==> src/rtl/uart_pkg.sv <==
// Shared definitions for the UART pixel receiver: FSM state encoding and
// the default baud / frame-size constants.
package uart_pkg;

    typedef enum logic [1:0] {
        IDLE  = 2'd0,
        START = 2'd1,
        DATA  = 2'd2,
        STOP  = 2'd3
    } uart_state_e;

    // 50 MHz system clock / 115200 baud
    localparam int BAUD_CNT_MAX_DEF = 434;
    // 180 x 180 gray image
    localparam int PIXEL_TOTAL_DEF  = 32400;

endpackage

==> src/rtl/rx_sync_edge.sv <==
// Two-flop synchronizer for the asynchronous rx line plus a falling-edge
// detector on the synchronized signal.
module rx_sync_edge (
    input  logic sys_clk,
    input  logic sys_rst_n,
    input  logic rx,
    output logic rx_sync,
    output logic rx_fall
);

    logic       rx_s1_q, rx_s1_d;
    logic       rx_s2_q, rx_s2_d;
    logic       rx_s3_q, rx_s3_d;
    logic [1:0] fill_q, fill_d;
    logic       armed_q, armed_d;

    // Next-state: shift the line through the sync chain. The flops preset to
    // idle-high, so a line that is low when reset releases would otherwise look
    // like a start edge; edges are only accepted once a real high level has
    // been seen after reset (fill_q[1] marks rx_s2_q as holding a real sample).
    always_comb begin
        rx_s1_d = rx;
        rx_s2_d = rx_s1_q;
        rx_s3_d = rx_s2_q;
        fill_d  = {fill_q[0], 1'b1};
        armed_d = armed_q | (fill_q[1] & rx_s2_q);
    end

    // Register the sync chain with synchronous active-low reset.
    always_ff @(posedge sys_clk) begin
        if (!sys_rst_n) begin
            rx_s1_q <= 1'b1;
            rx_s2_q <= 1'b1;
            rx_s3_q <= 1'b1;
            fill_q  <= 2'b00;
            armed_q <= 1'b0;
        end else begin
            rx_s1_q <= rx_s1_d;
            rx_s2_q <= rx_s2_d;
            rx_s3_q <= rx_s3_d;
            fill_q  <= fill_d;
            armed_q <= armed_d;
        end
    end

    assign rx_sync = rx_s2_q;
    assign rx_fall = armed_q & rx_s3_q & ~rx_s2_q;

endmodule

==> src/rtl/uart_pixel_rx.sv <==
// UART 8N1 receiver producing one gray pixel per valid byte, with pixel
// counting for frame boundaries and stop-bit error reporting.
//
// state | meaning
// IDLE  | line idle, waiting for a synchronized falling edge
// START | timing the start bit, confirm it is still low at mid-bit
// DATA  | sampling 8 data bits LSB first at mid-bit
// STOP  | checking the stop bit at mid-bit; on error wait for line high
module uart_pixel_rx
    import uart_pkg::*;
#(
    parameter int baud_cnt_max = BAUD_CNT_MAX_DEF,
    parameter int pixel_total  = PIXEL_TOTAL_DEF
) (
    input  logic       sys_clk,
    input  logic       sys_rst_n,
    input  logic       rx,
    output logic [7:0] data_out,
    output logic       out_flag,
    output logic       frame_done,
    output logic       frame_err
);

    localparam int              BCW       = $clog2(baud_cnt_max);
    localparam logic [BCW-1:0]  BAUD_LAST = BCW'(baud_cnt_max - 1);
    localparam logic [BCW-1:0]  BAUD_MID  = BCW'(baud_cnt_max / 2);
    localparam logic [14:0]     PIX_LAST  = 15'(pixel_total - 1);

    logic            rx_sync;
    logic            rx_fall;

    uart_state_e     state_q, state_d;
    logic [BCW-1:0]  baud_cnt_q, baud_cnt_d;
    logic [2:0]      bit_cnt_q, bit_cnt_d;
    logic [7:0]      shift_q, shift_d;
    logic [7:0]      data_out_q, data_out_d;
    logic            out_flag_q, out_flag_d;
    logic            frame_done_q, frame_done_d;
    logic            frame_err_q, frame_err_d;
    logic [14:0]     pixel_cnt_q, pixel_cnt_d;
    logic            err_wait_q, err_wait_d;
    logic            sample;

    rx_sync_edge u_rx_sync_edge (
        .sys_clk   (sys_clk),
        .sys_rst_n (sys_rst_n),
        .rx        (rx),
        .rx_sync   (rx_sync),
        .rx_fall   (rx_fall)
    );

    assign sample = (baud_cnt_q == BAUD_MID);

    // Next-state and output logic. Returning to IDLE at the mid-stop sample
    // leaves half a bit to catch a back-to-back start edge.
    always_comb begin
        state_d      = state_q;
        baud_cnt_d   = (baud_cnt_q == BAUD_LAST) ? '0 : baud_cnt_q + 1'b1;
        bit_cnt_d    = bit_cnt_q;
        shift_d      = shift_q;
        data_out_d   = data_out_q;
        out_flag_d   = 1'b0;
        frame_done_d = 1'b0;
        frame_err_d  = 1'b0;
        pixel_cnt_d  = pixel_cnt_q;
        err_wait_d   = err_wait_q;

        case (state_q)
            IDLE: begin
                baud_cnt_d = '0;
                err_wait_d = 1'b0;
                if (rx_fall) begin
                    state_d = START;
                end
            end
            START: begin
                if (sample) begin
                    if (!rx_sync) begin
                        state_d   = DATA;
                        bit_cnt_d = 3'd0;
                    end else begin
                        state_d = IDLE;
                    end
                end
            end
            DATA: begin
                if (sample) begin
                    shift_d   = {rx_sync, shift_q[7:1]};
                    bit_cnt_d = bit_cnt_q + 3'd1;
                    if (bit_cnt_q == 3'd7) begin
                        state_d = STOP;
                    end
                end
            end
            STOP: begin
                if (err_wait_q) begin
                    if (rx_sync) begin
                        state_d = IDLE;
                    end
                end else if (sample) begin
                    if (rx_sync) begin
                        data_out_d = shift_q;
                        out_flag_d = 1'b1;
                        state_d    = IDLE;
                        if (pixel_cnt_q == PIX_LAST) begin
                            pixel_cnt_d  = 15'd0;
                            frame_done_d = 1'b1;
                        end else begin
                            pixel_cnt_d = pixel_cnt_q + 15'd1;
                        end
                    end else begin
                        frame_err_d = 1'b1;
                        err_wait_d  = 1'b1;
                    end
                end
            end
            default: state_d = IDLE;
        endcase
    end

    // State and output registers with synchronous active-low reset.
    always_ff @(posedge sys_clk) begin
        if (!sys_rst_n) begin
            state_q      <= IDLE;
            baud_cnt_q   <= '0;
            bit_cnt_q    <= 3'd0;
            shift_q      <= 8'd0;
            data_out_q   <= 8'd0;
            out_flag_q   <= 1'b0;
            frame_done_q <= 1'b0;
            frame_err_q  <= 1'b0;
            pixel_cnt_q  <= 15'd0;
            err_wait_q   <= 1'b0;
        end else begin
            state_q      <= state_d;
            baud_cnt_q   <= baud_cnt_d;
            bit_cnt_q    <= bit_cnt_d;
            shift_q      <= shift_d;
            data_out_q   <= data_out_d;
            out_flag_q   <= out_flag_d;
            frame_done_q <= frame_done_d;
            frame_err_q  <= frame_err_d;
            pixel_cnt_q  <= pixel_cnt_d;
            err_wait_q   <= err_wait_d;
        end
    end

    assign data_out   = data_out_q;
    assign out_flag   = out_flag_q;
    assign frame_done = frame_done_q;
    assign frame_err  = frame_err_q;

endmodule

==> config.mk <==
export PLATFORM = sky130hd
export DESIGN_NAME = uart_pixel_rx
export DESIGN_NICKNAME = d
export VERILOG_FILES = /design/src/rtl/uart_pkg.sv /design/src/rtl/rx_sync_edge.sv /design/src/rtl/uart_pixel_rx.sv
export SDC_FILE = /design/constraint.sdc
export NUM_CORES = 1
export LEC_CHECK = 0
export CORE_MARGIN = 2
export CORE_UTILIZATION = 45
export DETAILED_ROUTE_END_ITERATION = 10
export DONT_BUFFER_PORTS = 1
export PLACE_DENSITY_LB_ADDON = 0.15
export SYNTH_ARGS = -nofsm -noshare
export SYNTH_HDL_FRONTEND = slang
export SYNTH_SLANG_ARGS = --single-unit
==> constraint.sdc <==
create_clock -name sys_clk -period 4.9 [get_ports sys_clk]
set_input_delay 0.245 -clock sys_clk [delete_from_list [all_inputs] [get_ports sys_clk]]
set_output_delay 0.245 -clock sys_clk [all_outputs]
set_load 0.02 [all_outputs]
==> results of run 1 <==
[layer usage]
layer  global-route usage, %  routed length (um)  vias up
li1                        -                   -      902
met4                    6.32                  73        0
met3                    3.56                  72        7
met1                    19.5                2150      825
met2                    25.0                1900       18
met5                       0                   0        -
[flip-flops by register name, summed over array words and instances (netlist names), named ones only]
register / flops
pixel_cnt_q: 15
baud_cnt_q: 9
frame_err: 1
u_rx_sync_edge.rx_s3_q: 1
u_rx_sync_edge.rx_sync: 1
out_flag: 1
err_wait_q: 1
data_out: 8
frame_done: 1
bit_cnt_q: 3
state_q: 1
shift_q: 8
u_rx_sync_edge.armed_q: 1
u_rx_sync_edge.fill_q: 2
u_rx_sync_edge.rx_s1_q: 1
[what timing repair did]
action | CTS | global route
hold endpoints to repair | 3 | 0
endpoints found under the setup margin | 0 | 0
hold buffers | 1 | 0
[cells in the mapped netlist (all sizes together) (2+ instances only)]
library cell	number
and3	4
nand4	4
buf	3
nor2b	13
xnor2	8
nor4	4
mux2i	13
nand2b	6
nand3b	6
inv	6
nor2	24
o21a	2
clkbuf	6
a31o	2
xor2	7
dfxtp	55
ha	9
nand3	21
and2	5
or3	2
a21oi	5
or4b	2
nand2	23
a21boi	14
o21ai	5
nor3	4
[cell families after synthesis]
group                      after synthesis  share of synthesized area, %
and+or+nand+nor                        123                          29.0
DFF                                     55                          44.1
AOI/OAI and AO/OA                       32                          8.91
xor gates and xnor gates                15                          5.26
buffers and inverters                   15                          3.00
muxes                                   13                          5.21
adders and majority gates                9                          4.51
[power by group through the flow]
stage               combinational, W  sequential (W)  clock (W)
finish                     0.0000465        0.000459   0.000266
global route               0.0000518        0.000460   0.000292
CTS                        0.0000465        0.000459   0.000278
detailed placement         0.0000450        0.000469          0
global placement           0.0000452        0.000469          0
floorplan                  0.0000437        0.000467          0
[area by class of cell]
type | instances | share of cell area, %
sequential | 55 | 41.7
timing repair buffer | 1 | 0.379
inverter | 6 | 0.853
tap | 72 | 3.41
clock inverter | 3 | 0.995
multi-input combinational | 192 | 50.1
clock buffer | 5 | 2.61
[per-stage QoR]
stage	std cells	utilization (%)	area, um2
after floorplan	262	-	2500
after global placement	325	46.6	2540
after detailed placement	325	46.6	2540
after CTS	334	48.6	2640
after global routing	334	48.6	2640
final	334	48.6	2640
[worst reg2reg max path, delay by kind of cell, from the launching register on]
kind / cells / cell delay, ns
simple gates: 4 / 1.77
flops: 1 / 0.39
mux: 1 / 0.22
fa+ha+maj: 1 / 0.17
[worst max-delay path by stage]
stage | slack [ns] | endpoint | from
floorplan | 2.95 | pixel_cnt_q[6]$_SDFFE_PN0P_ | baud_cnt_q[0]$_SDFF_PP0_
detailed placement | 2.27 | shift_q[7]$_SDFFE_PN0P_ | baud_cnt_q[0]$_SDFF_PP0_
CTS | 2.26 | shift_q[7]$_SDFFE_PN0P_ | baud_cnt_q[0]$_SDFF_PP0_
global route | 2.05 | shift_q[7]$_SDFFE_PN0P_ | baud_cnt_q[0]$_SDFF_PP0_
finish | 2.27 | shift_q[7]$_SDFFE_PN0P_ | baud_cnt_q[0]$_SDFF_PP0_
global placement | 2.34 | shift_q[7]$_SDFFE_PN0P_ | baud_cnt_q[0]$_SDFF_PP0_
==> out/summary.txt, run 1 <==
number of cells on the worst reg-to-reg path -> 6
clock root buffer -> clkbuf_8
CTS Buffer Depth -> 2
final WL -> 4190 um
Area Overhead vs Synth -> 5.71%
Tot Pwr -> 0.000771 W
TritonCTS buffer count -> 5
DR iter-0 viols -> 63
register area -> 1100 um2
# diodes -> 0
DP HPWL -> 2800 um
Worst Setup End Kind -> flip-flop
drt first pass iters -> 4
count of mapped cells out of synthesis -> 262
die height -> 78.5 um
Hold Path End -> u_rx_sync_edge.rx_s3_q$_SDFF_PN1_
PortBufs -> 0
footprint of the multi-input gates -> 1320 um2
RSZ-0062 raised after global routing -> false
Crit path largest cell delay -> 0.70 ns
Max-slew headroom -> 52.3%
die area -> 6160 um2
yosys warns -> 0
Clock transition at path regs -> 0.11 ns
Crit Path Class -> reg2reg
worst endpoint data arrival time -> 2.86 ns
Tightest Pin Transition -> 0.714 ns
Req. time, crit path -> 5.13 ns
hold path cells -> 1
first-pass GRT wire length -> 7580 um
Tmin final -> 2.63 ns
Layout Skew -> 0.0137 ns
clock network power share -> 34.5%
top cell type's share of synthesized area -> 44.1%
post_cts resized -> 0
library cells used by synthesis -> 43
outcome -> finished, final reports clean
part of the cycle the worst path needs -> 53.7%
DRT antenna net count -> 0
row count -> 27
switching share of power -> 25.0%
Nets -> 273
mapped cell area -> 2500 um2
max-slew violations -> 0
worst flop-to-flop path endpoint -> shift_q[7]$_SDFFE_PN0P_
R2R Setup Slk -> 2.27 ns
Placer Congestion -> 0.723
Worst Min Path Start -> sys_rst_n
Vias -> 1752
IO Pins -> 14
flops & latches, synth -> 55
final setup margin -> 2.27 ns
wire per inst -> 12.5 um
PwrDens -> 292 nW/um2
Int Pwr -> 0.000578 W
post-synthesis sequential area ratio -> 44.1%
TritonCTS clock tree -> done
Startpoint Class -> flip-flop
Die Wd -> 78.5 um
Max Cap Viol -> 0
Min-Delay Path Class -> in2reg
clock latency on the worst-skew pair -> 0.32 ns
largest net degree at the start of global routing -> 42
Async SR Flop Fraction -> 0%
total stage count of the critical path -> 6
FILL cells -> 508
top cells by area, synth -> dfxtp_1 44%, mux2i_1 5.2%, ha_1 4.5%
Core Box Area -> 5440 um2
final hold violation count -> 0
launch point of the worst reg-to-reg path -> baud_cnt_q[0]$_SDFF_PP0_
H-tree depth -> 2
Slowest cell on crit path -> or4b_1
GRT overflow -> 0
syn nets -> 274
cell taking the most area after synthesis -> dfxtp_1
vias in the first global route -> 1682
initial core utilization -> 45.9%
dominant synthesized flop cell -> dfxtp_1
maximum fanout along the worst path -> 11
Setup TNS -> 0 ns
Switch Pwr -> 0.000193 W
Worst VDD drop -> 0.205 mV
hold_ws -> 0.0350 ns
Buf/Inv on CP -> 0
Post-synth EDFFs -> 0
Setup-failing EPs final -> 0
power share of the combinational group -> 6.0%
initial antenna violation count -> 0
commonest non-fill, non-tap cell in the layout -> dfxtp_1
syn avg cell area -> 9.54 um2
Post-CTS Setup Bufs -> 0
Sequential Power Share -> 59.5%
dpl ws -> 2.27 ns
delay-heaviest family, CP -> simple AND/OR/NAND/NOR gates
proportion of layout cells with a drive suffix above 1 -> 6.49%
fmax -> 380 MHz
CP cell instances -> ha_1 > or4b_1 > nor2_1 > nand2_1 > mux2i_1 > nor2b_1
gr usage total -> 15.3%
# DRC -> 0
Leakage Power -> 0.930 nW
most frequent cells in the layout -> 55 x dfxtp_1, 24 x nor2_1, 23 x nand2_1
Via density -> 5.25
clk sink count -> 55
No activity file was read; power rests on OpenSTA's default activity.
==> run 2, diff against run 1 <==
clock period = 2.7 ns   (was 4.9 ns; I/O delays follow)
==> out/summary.txt, run 2 (same netlist as run 1, synthesis figures left out) <==
TritonCTS buffer count -> 5 (unchanged)
Nets -> 278 (+1.8%)
PortBufs -> 0 (unchanged)
initial core utilization -> 45.9% (unchanged)
clk sink count -> 55 (unchanged)
Max-slew headroom -> 55.9% (+3.7 points)
PwrDens -> 508 nW/um2 (+74%)
Tmin final -> 2.34 ns (-0.291 ns)
Startpoint Class -> flip-flop
wire per inst -> 12.8 um (+2.1%)
most frequent cells in the layout -> 55 x dfxtp_1, 24 x nor2_1, 23 x nand2_1
DR iter-0 viols -> 74 (+17%)
Die Wd -> 78.5 um (unchanged)
DRT antenna net count -> 0 (unchanged)
worst endpoint data arrival time -> 2.54 ns (-0.32 ns)
Via density -> 5.05 (-3.8%)
largest net degree at the start of global routing -> 39 (-7.1%)
Tightest Pin Transition -> 0.656 ns (-0.0580 ns)
worst flop-to-flop path endpoint -> shift_q[7]$_SDFFE_PN0P_
Min-Delay Path Class -> in2reg
Placer Congestion -> 0.789 (+9.1%)
Post-CTS Setup Bufs -> 0 (unchanged)
fmax -> 427 MHz (+12%)
# DRC -> 0 (unchanged)
Biggest register -> pixel_cnt_q
first-pass GRT wire length -> 7500 um (-1.0%)
Area Overhead vs Synth -> 7.41%
max-slew violations -> 0 (unchanged)
hold_buf cts -> 3 (+2)
proportion of layout cells with a drive suffix above 1 -> 7.49% (+1.0 points)
met3 wire length -> 108 um (+50%)
top flop regs -> pixel_cnt_q (15), baud_cnt_q (9)
FILL cells -> 528 (+3.9%)
gr usage total -> 15.3% (-0.050 points)
Vias -> 1711 (-2.3%)
RSZ-0062 raised after global routing -> false
DP HPWL -> 2930 um (+4.5%)
Max Cap Viol -> 0 (unchanged)
row count -> 27 (unchanged)
part of the cycle the worst path needs -> 86.6% (+33 points)
outcome -> finished, final reports clean
Worst Setup End Kind -> flip-flop
IO Pins -> 14 (unchanged)
Core Box Area -> 5440 um2 (unchanged)
initial antenna violation count -> 0 (unchanged)
Setup TNS -> 0 ns (unchanged)
vias in the first global route -> 1589 (-5.5%)
launch point of the worst reg-to-reg path -> baud_cnt_q[0]$_SDFF_PP0_
CTS Buffer Depth -> 2 (unchanged)
TritonCTS clock tree -> done
hold_ws -> 0.0383 ns (+0.00331 ns)
Layout Skew -> 0.0102 ns (-0.00342 ns)
Clock transition at path regs -> 0.09 ns (-0.02 ns)
clock latency on the worst-skew pair -> 0.30 ns (-0.02 ns)
number of cells on the worst reg-to-reg path -> 6 (unchanged)
register area -> 1100 um2 (unchanged)
commonest non-fill, non-tap cell in the layout -> dfxtp_1
final WL -> 4340 um (+3.6%)
die height -> 78.5 um (unchanged)
DR top layer -> met4
Crit Path Class -> reg2reg
Tot Pwr -> 0.00136 W (+77%)
Setup-failing EPs final -> 0 (unchanged)
Worst Min Path Start -> sys_rst_n
Leakage Power -> 0.950 nW (+2.2%)
max reg flops -> 15 (unchanged)
maximum fanout along the worst path -> 8 (-3)
met1 WL -> 2340 um (+8.9%)
drt first pass iters -> 4 (unchanged)
Hold Path End -> u_rx_sync_edge.fill_q[0]$_DFF_P_
Req. time, crit path -> 2.90 ns (-2.23 ns)
clock root buffer -> clkbuf_8
die area -> 6160 um2 (unchanged)
H-tree depth -> 2 (unchanged)
final hold violation count -> 0 (unchanged)
Worst VDD drop -> 0.289 mV (+41%)
hold path cells -> 1 (unchanged)
footprint of the multi-input gates -> 1320 um2 (unchanged)
GRT overflow -> 0 (unchanged)
R2R Setup Slk -> 0.36 ns (-1.91 ns)
# diodes -> 0 (unchanged)
Met2 Wirelength -> 1850 um (-2.4%)
post_cts resized -> 0 (unchanged)
run 2: critical path, cell delays in order (launching register included):
cell and delay, ns:
dfxtp_1 0.39, ha_1 0.18, or4b_1 0.71, nor2_1 0.40, nand2_1 0.28, mux2i_1 0.22
nor2b_1 0.06
run 2: power by group:
part           switching (W)  internal [W]
Combinational      0.0000584     0.0000393
Clock               0.000252      0.000182
Sequential         0.0000101      0.000822
run 2: routing by layer:
| layer | track usage [%] | vias to the layer above |
|---|---|---|
| met5 | 0 | - |
| met4 | 4.21 | 0 |
| li1 | - | 912 |
| met1 | 21.6 | 777 |
| met3 | 4.14 | 4 |
| met2 | 22.7 | 18 |
run 2: layout make-up:
class	count	share of cell area, %
repair buffers	6	2.33
multi-input cells	192	49.3
flip-flops and latches	55	41.0
inverters	6	0.839
well taps	72	3.36
clock inverters	2	0.466
clock buffers	6	2.70
run 2: worst max-delay path by stage:
| stage | startpoint | end | slack (ns) | cells past startpoint |
|---|---|---|---|---|
| after floorplan | baud_cnt_q[0]$_SDFF_PP0_ | pixel_cnt_q[6]$_SDFFE_PN0P_ | 0.75 | 7 |
| after global placement | baud_cnt_q[0]$_SDFF_PP0_ | shift_q[7]$_SDFFE_PN0P_ | 0.48 | 6 |
| after detailed placement | baud_cnt_q[0]$_SDFF_PP0_ | shift_q[7]$_SDFFE_PN0P_ | 0.37 | 6 |
| after CTS | baud_cnt_q[0]$_SDFF_PP0_ | shift_q[7]$_SDFFE_PN0P_ | 0.34 | 6 |
| after global routing | baud_cnt_q[0]$_SDFF_PP0_ | shift_q[7]$_SDFFE_PN0P_ | 0.18 | 6 |
| final | baud_cnt_q[0]$_SDFF_PP0_ | shift_q[7]$_SDFFE_PN0P_ | 0.36 | 6 |
run 2: through the flow:
step / util, % / cell area, um2 / std cells / setup slack, ns
floorplan: - / 2500 / 262 / 0.749
global placement: 47.0 / 2560 / 328 / 0.479
detailed placement: 47.0 / 2560 / 328 / 0.367
CTS: 49.3 / 2680 / 339 / 0.343
global route: 49.3 / 2680 / 339 / 0.176
finish: 49.3 / 2680 / 339 / 0.361
